--- src/rtl/msft_dv_debug_bkdr_pkg.sv ---
// rtl/msft_dv_debug_bkdr_pkg.sv - shared types for the debug backdoor APB arbiter
//
// Purpose: state encoding and captured request/response records used by
//          msft_dv_debug_bkdr_arb. Record field widths match the arbiter's
//          default ADDR_WIDTH/DATA_WIDTH; instances with wider buses need
//          these localparams raised to match.
package msft_dv_debug_bkdr_pkg;

    localparam int unsigned BKDR_ADDR_W = 32;
    localparam int unsigned BKDR_DATA_W = 48;

    typedef enum logic [1:0] {
        IDLE   = 2'd0,
        SETUP  = 2'd1,
        ACCESS = 2'd2,
        RESP   = 2'd3
    } bkdr_state_e;

    typedef struct packed {
        logic [BKDR_ADDR_W-1:0] addr;
        logic [BKDR_DATA_W-1:0] wdata;
        logic                   write;
    } apb_req_t;

    typedef struct packed {
        logic [BKDR_DATA_W-1:0] rdata;
        logic                   err;
    } apb_rsp_t;

endpackage

--- src/rtl/msft_dv_debug_bkdr_arb.sv ---
// rtl/msft_dv_debug_bkdr_arb.sv - two-requester round-robin APB arbiter for the debug backdoor
//
// Purpose: lets the JTAG debug bridge (m0) and the host loader (m1) share one
//          downstream APB slave. Each transfer is arbitrated in IDLE, captured,
//          replayed downstream as SETUP/ACCESS, and answered with a one-cycle
//          pready pulse to the winner only. A per-transfer timeout forces an
//          error response when the slave never asserts pready.
//
// Ports:
//   clk_i, rstn_i                 clock, asynchronous active-low reset
//   psel/penable/paddr/pwdata/pwrite_m{0,1}_i   requester APB inputs
//   prdata/pready/psuberr_m{0,1}_o              requester responses
//   psel_o/penable_o/paddr_o/pwdata_o/pwrite_o  downstream APB request
//   prdata_i/pready_i/psuberr_i                 downstream APB response
//   grant_o                       owner of current or last transfer (0=m0, 1=m1)
//   busy_o                        high whenever the FSM is not IDLE
module msft_dv_debug_bkdr_arb
    import msft_dv_debug_bkdr_pkg::*;
#(
    parameter int unsigned ADDR_WIDTH     = BKDR_ADDR_W,
    parameter int unsigned DATA_WIDTH     = BKDR_DATA_W,
    parameter int unsigned TIMEOUT_CYCLES = 256
) (
    input  logic                  clk_i,
    input  logic                  rstn_i,

    input  logic                  psel_m0_i,
    input  logic                  penable_m0_i,
    input  logic [ADDR_WIDTH-1:0] paddr_m0_i,
    input  logic [DATA_WIDTH-1:0] pwdata_m0_i,
    input  logic                  pwrite_m0_i,
    output logic [DATA_WIDTH-1:0] prdata_m0_o,
    output logic                  pready_m0_o,
    output logic                  psuberr_m0_o,

    input  logic                  psel_m1_i,
    input  logic                  penable_m1_i,
    input  logic [ADDR_WIDTH-1:0] paddr_m1_i,
    input  logic [DATA_WIDTH-1:0] pwdata_m1_i,
    input  logic                  pwrite_m1_i,
    output logic [DATA_WIDTH-1:0] prdata_m1_o,
    output logic                  pready_m1_o,
    output logic                  psuberr_m1_o,

    output logic                  psel_o,
    output logic                  penable_o,
    output logic [ADDR_WIDTH-1:0] paddr_o,
    output logic [DATA_WIDTH-1:0] pwdata_o,
    output logic                  pwrite_o,
    input  logic [DATA_WIDTH-1:0] prdata_i,
    input  logic                  pready_i,
    input  logic                  psuberr_i,

    output logic                  grant_o,
    output logic                  busy_o
);

    localparam int unsigned CNT_W   = (TIMEOUT_CYCLES == 0) ? 1 : $clog2(TIMEOUT_CYCLES + 1);
    localparam int unsigned TO_LAST = (TIMEOUT_CYCLES == 0) ? 0 : TIMEOUT_CYCLES - 1;
    localparam bit          TO_EN   = (TIMEOUT_CYCLES != 0);

    bkdr_state_e      state_q, state_d;
    apb_req_t         req_q, req_d;
    apb_rsp_t         rsp_q, rsp_d;
    logic [CNT_W-1:0] cnt_q, cnt_d;
    logic             last_grant_q, last_grant_d;
    logic             grant_q, grant_d;
    logic             win_m1;
    logic             timeout_hit;

    // penable from requesters is not needed: a request is psel alone.
    logic unused_penable;
    assign unused_penable = penable_m0_i ^ penable_m1_i;

    // Under contention the requester not named by last_grant wins.
    always_comb begin
        win_m1 = psel_m1_i;
        if (psel_m0_i && psel_m1_i) begin
            win_m1 = ~last_grant_q;
        end
    end

    // cnt_q equals the number of ACCESS cycles already spent waiting, so the
    // final counted cycle is reached at TIMEOUT_CYCLES-1.
    assign timeout_hit = TO_EN && (cnt_q == CNT_W'(TO_LAST));

    always_comb begin
        state_d      = state_q;
        req_d        = req_q;
        rsp_d        = rsp_q;
        cnt_d        = cnt_q;
        last_grant_d = last_grant_q;
        grant_d      = grant_q;

        unique case (state_q)
            IDLE: begin
                cnt_d = '0;
                if (psel_m0_i || psel_m1_i) begin
                    grant_d      = win_m1;
                    last_grant_d = win_m1;
                    req_d.addr   = win_m1 ? BKDR_ADDR_W'(paddr_m1_i)  : BKDR_ADDR_W'(paddr_m0_i);
                    req_d.wdata  = win_m1 ? BKDR_DATA_W'(pwdata_m1_i) : BKDR_DATA_W'(pwdata_m0_i);
                    req_d.write  = win_m1 ? pwrite_m1_i : pwrite_m0_i;
                    state_d      = SETUP;
                end
            end
            SETUP: begin
                state_d = ACCESS;
            end
            ACCESS: begin
                // A real pready in the last counted cycle beats the timeout.
                if (pready_i) begin
                    rsp_d.rdata = req_q.write ? '0 : BKDR_DATA_W'(prdata_i);
                    rsp_d.err   = psuberr_i;
                    state_d     = RESP;
                end else if (timeout_hit) begin
                    rsp_d.rdata = '0;
                    rsp_d.err   = 1'b1;
                    state_d     = RESP;
                end else if (TO_EN) begin
                    cnt_d = cnt_q + 1'b1;
                end
            end
            RESP: begin
                cnt_d   = '0;
                state_d = IDLE;
            end
            default: begin
                state_d = IDLE;
            end
        endcase
    end

    // grant_o resets to m0 while last_grant resets to m1, so the two are kept
    // in separate flops even though they agree after the first transfer.
    always_ff @(posedge clk_i or negedge rstn_i) begin
        if (!rstn_i) begin
            state_q      <= IDLE;
            req_q        <= '0;
            rsp_q        <= '0;
            cnt_q        <= '0;
            last_grant_q <= 1'b1;
            grant_q      <= 1'b0;
        end else begin
            state_q      <= state_d;
            req_q        <= req_d;
            rsp_q        <= rsp_d;
            cnt_q        <= cnt_d;
            last_grant_q <= last_grant_d;
            grant_q      <= grant_d;
        end
    end

    // All outputs decode flops only, so they move on clock edges or reset.
    assign psel_o    = (state_q == SETUP) || (state_q == ACCESS);
    assign penable_o = (state_q == ACCESS);
    assign paddr_o   = ADDR_WIDTH'(req_q.addr);
    assign pwdata_o  = DATA_WIDTH'(req_q.wdata);
    assign pwrite_o  = req_q.write;

    assign pready_m0_o  = (state_q == RESP) && !grant_q;
    assign pready_m1_o  = (state_q == RESP) &&  grant_q;
    assign prdata_m0_o  = pready_m0_o ? DATA_WIDTH'(rsp_q.rdata) : '0;
    assign prdata_m1_o  = pready_m1_o ? DATA_WIDTH'(rsp_q.rdata) : '0;
    assign psuberr_m0_o = pready_m0_o && rsp_q.err;
    assign psuberr_m1_o = pready_m1_o && rsp_q.err;

    assign grant_o = grant_q;
    assign busy_o  = (state_q != IDLE);

endmodule

--- config.mk ---
export PLATFORM = sky130hd
export DESIGN_NAME = msft_dv_debug_bkdr_arb
export DESIGN_NICKNAME = d
export VERILOG_FILES = /design/src/rtl/msft_dv_debug_bkdr_pkg.sv /design/src/rtl/msft_dv_debug_bkdr_arb.sv
export SDC_FILE = /design/constraint.sdc
export NUM_CORES = 1
export LEC_CHECK = 0
export CORE_AREA = 2 2 158 160
export CTS_CLUSTER_DIAMETER = 40
export CTS_CLUSTER_SIZE = 30
export DETAILED_ROUTE_END_ITERATION = 6
export DIE_AREA = 0 0 160 162
export PLACE_DENSITY_LB_ADDON = 0.25
export SYNTH_ARGS = -nofsm -noshare
export SYNTH_HDL_FRONTEND = slang
export SYNTH_SLANG_ARGS = --single-unit
export TNS_END_PERCENT = 5
--- constraint.sdc ---
create_clock -name clk_i -period 1.8 [get_ports clk_i]
set_clock_uncertainty 0.2 [all_clocks]
set_input_delay 0.18 -clock clk_i [delete_from_list [all_inputs] [get_ports clk_i]]
set_output_delay 0.18 -clock clk_i [all_outputs]
set_load 0.1 [all_outputs]
==> metrics <==
P&R area growth vs syn 110.2%; kind of cell adding the most delay to the critical path buffers and inverters; WP buf/inv 3; Max VDD drop ~1.1 mV; Top FF cell, synth dfrtp_1; EDFF count, synth 0; Rel. slew slack 0.7345; final worst slack -0.3388 ns; H-tree levels 4; Worst Tran Pin Value between 0.3 and 0.4 ns; Yosys warnings 0; Achievable Freq 467.6 MHz; Worst path slowest cell dfrtp_1; # IOs around 400; worst hold path type primary input to asynchronous set/reset pin; Top Usage Layer GRT met2; IO Port Bufs 400; internal power around 14 mW; initial antenna violation count 0; total CTS buffers 17; via/cell ratio ~4.6; TNS Setup -30.43 ns; clk_lat worst skew around 0.4 ns; syn nets 924; Post-Synthesis Cells roughly 700; Crit Path Max Fanout 11; Clock Path Buffers 2; Largest stage delay, worst path 0.41 ns; Remaining DRCs 0; Combinational Power Share 0.684; Critical Path Sink Type primary output; dpl cells about 1400; CORE AREA approximately 24000 um^2; Critical Path AT 1.76 ns; Die ar. approximately 26000 um^2; crit-path cells ha_4, nor2b_4, buf_12, buf_16, and2_4, buf_12; crit share post-route 1.188; cell count of the worst reg-to-reg path 8; first-iteration detailed-routing DRC count ~200; GRT Overall Usage 0.1955; switch share 0.5225; HPWL after DPL 20070 um; 1st-pass router iterations 4; Worst-path clk slew 0.06 ns; Finished Layout Cells approximately 1500; Cell Area, Synth between 7000 and 8000 um^2; final net count 1362; top cells by area, synth dfrtp_1, mux2i_1, nand2_1; Tmin final about 2.1 ns; Final Hold Fails 0; max cap viols 0; met3 Usage GRT 0.06410; synth unique cells 33; Synth top area share 0.5051; met2 usage 0.3459; layout cells sized above 1 0.3600; Initial Util 0.2919; RD Place Congestion between 0.8 and 0.9; largest net degree at the start of global routing 53; sequential share of power 0.200; clk sink count between 100 and 150; first-pass GRT wire length slightly below 40000 um; GR Overflow Total 0; final setup fails ~130; LEAKAGE about 6.6 nW; final WL about 26000 um; CP required approximately 1.4 ns; RSZ-0062 raised after global routing true; Layout fillers approximately 2000; vias in the first global route 7099; Psw 15.70 mW; Post-synth ARST share 1.000; Clock Tree Root clkbuf_16; FP Rows 57; Critical Path Most Common Cell buf_12; register area share after synthesis 0.5088; failing checks negative setup slack; cell taking the most area after synthesis dfrtp_1; final-report max-slew violation count 0; crit start category register; syn avg cell area approximately 10 um^2; Clock Power Share 0.115; DR WL/cell ~17 um; critical path class register to primary output; Post-DRT Antenna Nets 0; Tot Pwr 30.06 mW; ant diodes 0; GR Util met1 0.2213; Die Wd 160 um; status finished, violations left; Critical Path Stages 6; TritonCTS clock tree done; via count between 6000 and 7000; number of synthesized register bits 143; die height 162 um; power density cells roughly 2000 nW/um^2
what timing repair did:
| item | in CTS | in global routing |
|---|---|---|
| pin swaps | 59 | 1 |
| gates resized for setup | 37 | 14 |
| buffers inserted | 3 | 1 |
| gates cloned | 4 | 0 |
| hold endpoints to repair | 142 | 0 |
| setup endpoints to repair | 161 | 191 |
| hold buffers | 1 | 0 |
Yosys cell counts, types with 2 or more instances:
| cell type | n |
|---|---|
| inv_1 | 5 |
| o21ai_1 | 80 |
| o31ai_1 | 3 |
| nand3_1 | 25 |
| and3_1 | 50 |
| ha_1 | 7 |
| a22o_1 | 27 |
| and2_1 | 52 |
| buf_12 | 9 |
| clkbuf_1 | 31 |
| o21ai_0 | 9 |
| dfrtp_1 | 142 |
| nand2_1 | 136 |
| a21oi_1 | 5 |
| nor3_1 | 2 |
| nor2b_1 | 2 |
| mux2i_1 | 83 |
| buf_2 | 12 |
| nand2b_1 | 2 |
| nor2_2 | 2 |
| nor2_1 | 3 |
worst register-to-register path, stage by stage (launching register included):
cell and delay [ns]:
dfrtp_1 0.36, and3_4 0.20, nand2_1 0.07, nor2_2 0.15, ha_4 0.17, o21ai_4 0.06, buf_6 0.14, buf_12 0.15
a22o_1 0.25
cells by family after synthesis:
kind of cell | count (synthesis) | share of synthesized area
AND/OR/NAND/NOR | 276 | 0.1915
adder cells (fa/ha/maj) | 7 | 0.01245
flip-flops | 143 | 0.5088
AO/OA/AOI/OAI | 132 | 0.1147
buffers and inverters | 58 | 0.05442
multiplexers | 83 | 0.1181
sequential cells by signal, summed over array words and instances, names as in the netlist:
name	flops
rsp_q	49
pwdata_o	48
paddr_o	32
cnt_q	9
state_q	2
grant_o	1
last_grant_q	1
pwrite_o	1
layout by cell type, fill, tap and decap left out, types with 2 or more instances in the layout:
master	instances
and2_1	2
and3_2	34
clkinv_4	4
buf_6	11
ha_4	4
o21ai_1	81
nor2_2	2
nand3_1	24
nand2_1	135
o21ai_0	7
o31ai_1	3
o21ai_4	2
buf_8	2
clkinvlp_4	4
buf_16	4
clkdlybuf4s50_1	214
dfrtp_1	141
a21oi_1	3
a22o_1	27
clkbuf_16	17
ha_1	2
inv_1	2
and2_4	50
buf_4	38
inv_6	4
a21oi_2	2
and3_4	16
buf_12	202
mux2i_1	83
nor2_1	2
final timing paths:
kind | from | to | slack (ns)
max | state_q[1]$_DFFE_PN0P_ | prdata_m0_o[47] | -0.34
min | rstn_i | rsp_q[32]$_DFFE_PN0P_ | 0.04
max reg2reg | cnt_q[6]$_DFFE_PN0P_ | rsp_q[44]$_DFFE_PN0P_ | -0.06
min reg2reg | rsp_q[11]$_DFFE_PN0P_ | rsp_q[11]$_DFFE_PN0P_ | 0.29
max in group asynchronous | rstn_i | last_grant_q$_DFFE_PN1P_ | 0.70
min in group clk_i | prdata_i[7] | rsp_q[8]$_DFFE_PN0P_ | 0.10
final cells by class:
| cell class | count | area (um^2) | share of cell area |
|---|---|---|---|
| inverter | 5 | 27.53 | 0.001861 |
| sequential | 143 | 3583 | 0.2423 |
| tap | 324 | 405.4 | 0.02741 |
| clock buffer | 19 | 442.9 | 0.02995 |
| timing repair buffer | 472 | 6745 | 0.4561 |
| multi-input combinational | 498 | 3456 | 0.2337 |
| clock inverter | 13 | 130.1 | 0.008798 |
through the flow:
step,util,worst slack [ns],cell area [um^2],hold slack [ns]
after floorplan,-,-0.1475,7306,-0.3156
final,0.6136,-0.3388,14790,0.04044
after CTS,0.6107,-0.3611,14720,0.04364
after detailed placement,0.5757,-0.2889,13880,-0.07993
after global placement,0.5757,-0.1838,13880,-0.08565
after global routing,0.6136,-0.4148,14790,0.04868
power by group through the flow:
stage                     combinational (mW)  clock, mW  sequential (mW)
after floorplan                         6.31          0             11.7
after global placement                  20.0          0             5.98
after detailed placement                20.1          0             6.06
after CTS                               20.7       3.57             6.04
after global routing                    21.4       3.74             6.21
final                                   20.6       3.46             6.02
layer usage:
metal / wire length, um / part of all wire
met1: 9665 / 0.38
met2: 13310 / 0.52
met3: 2038 / 0.079
met4: 628 / 0.024
met5: 0 / 0
Power figures use the tool's default switching activity.
==> edit (same settings) <==
`TIMEOUT_CYCLES`: 256 -> 512.
--- a/src/rtl/msft_dv_debug_bkdr_arb.sv
+++ b/src/rtl/msft_dv_debug_bkdr_arb.sv
@@ -19,7 +19,7 @@
 #(
     parameter int unsigned ADDR_WIDTH     = BKDR_ADDR_W,
     parameter int unsigned DATA_WIDTH     = BKDR_DATA_W,
-    parameter int unsigned TIMEOUT_CYCLES = 256
+    parameter int unsigned TIMEOUT_CYCLES = 512
 ) (
     input  logic                  clk_i,
     input  logic                  rstn_i,
Behaviour: same outputs for any inputs over 4 cycles, from zero or initial values and one cycle with rstn_i low; that may be too few to reach the edited logic, so the function may still have changed.
==> edit against the original RTL <==
The run still ends with negative setup slack left; design area about the same; sequential cell count increased by 1; power increased by 1.8%; routed wire length increased by 4.5%; setup slack improved by 13 ps; synthesized area decreased by 1.2%; critical path type unchanged; critical endpoint is now prdata_m0_o[20].
==> edit: results (changes against the original RTL) <==
[metrics] outcome: finished, violations left
[metrics] violations in the final reports: negative setup slack
[metrics] worst r2r dst: state_q[1]
[metrics] synthesized netlist cell count: 669 (-4.3%)
[metrics] number of antenna violations at the first check in global routing: 1 (+1)
[metrics] Post-Route Utilization: 61.3% (about the same)
[metrics] multiplexer share of the synthesized area: 12.1% (+0.30 points)
[metrics] worst flop-to-flop path startpoint: cnt_q[4]
[metrics] final count of negative-setup-slack endpoints: 162 (+24%)
[metrics] compound-cell area share of the yosys netlist: 15.4% (+4.0 points)
[metrics] via count: 6738 (-0.77%)
[metrics] non-clock buffering overhead in the final layout: 45.7% (+0.098 points)
[metrics] multi-input gate share of the layout cell area: 22.8% (-0.61 points)
[metrics] setup TNS after final layout: -37390 ps (-6970 ps)
[metrics] Routed wire per std cell: 18.5 µm (+6.4%)
[metrics] synthesized netlist net count: 893 (-3.4%)
[metrics] Layout Nets: 1334 (-2.1%)
[metrics] worst hold slack after final layout: 93.0 ps (+52.5 ps)
[metrics] total wire length: 26800 µm (+4.5%)
[metrics] sequential portion of the cell area: 24.4% (+0.17 points)
[metrics] worst IR drop on VDD: 1.14 mV (+6.1%)
[metrics] power share of the sequential group: 19.8% (-0.2 points)
[metrics] share of final-layout standard cells stronger than drive strength 1: 36.7% (+0.69 points)
[metrics] adder-cell share of the synthesized area: 1.08% (-0.17 points)
[metrics] count of different cell masters after synthesis: 41 (+24%)
[metrics] worst slack, placed: -215 ps (+73.8 ps)
[metrics] #FFs+latches synth: 144 (+0.70%)
[metrics] instance area after placement: 0.0139 mm² (+0.52%)
[metrics] Worst Setup Slack, final: -325 ps (+13.3 ps)
[metrics] global-route wire length before repair: 40400 µm (+2.9%)
[metrics] global placement routability congestion: 0.837 (+1.7%)
[metrics] fill cell instance count of the final layout: 1976 (-2.9%)
[metrics] Register-to-Register Path Depth: 5 (-3)
[metrics] Critical Path End: prdata_m0_o[20]
[metrics] number of clock buffers in the layout: 20 (+1)
[metrics] Post CTS Setup Buffer Count: 6 (+3)
[metrics] combinational cell power: 21.0 mW (+2%)
[metrics] maximum fanout encountered on the critical timing path: 7 (-4)
[metrics] Placed Instances: 1404 (-2.0%)
[metrics] via count of the first global-routing pass: 6921 (-2.5%)
[metrics] half-perimeter wire length after placement: 20900 µm (+3.9%)
[metrics] Net Sw Frac: 51.8% (-0.46 points)
==> edit: changes by cell type in the layout (fill, tap and decap cells not counted), moves of 4 or more <==
cell,unedited run,this run
sky130_fd_sc_hd__clkinv_4,4,0
sky130_fd_sc_hd__buf_6,11,6
sky130_fd_sc_hd__and3_2,34,49
sky130_fd_sc_hd__buf_4,38,47
sky130_fd_sc_hd__and3_4,16,0
sky130_fd_sc_hd__o211ai_1,0,5
sky130_fd_sc_hd__nand2_1,135,87
sky130_fd_sc_hd__a22o_1,27,49
sky130_fd_sc_hd__o21ai_0,7,65
sky130_fd_sc_hd__o21ai_1,81,16
sky130_fd_sc_hd__inv_1,2,11
sky130_fd_sc_hd__nand3_1,24,3
==> edit: metal layers <==
layer | vias to the layer above | GRT usage [%] | part of all wire (%)
li1 | 3251 | - | -
met1 | 3191 | 23.1 | 39
met2 | 278 | 36.3 | 52
met3 | 16 | 6.79 | 8.3
met4 | 2 | 4.67 | 1.1
met5 | - | 0 | 0.049
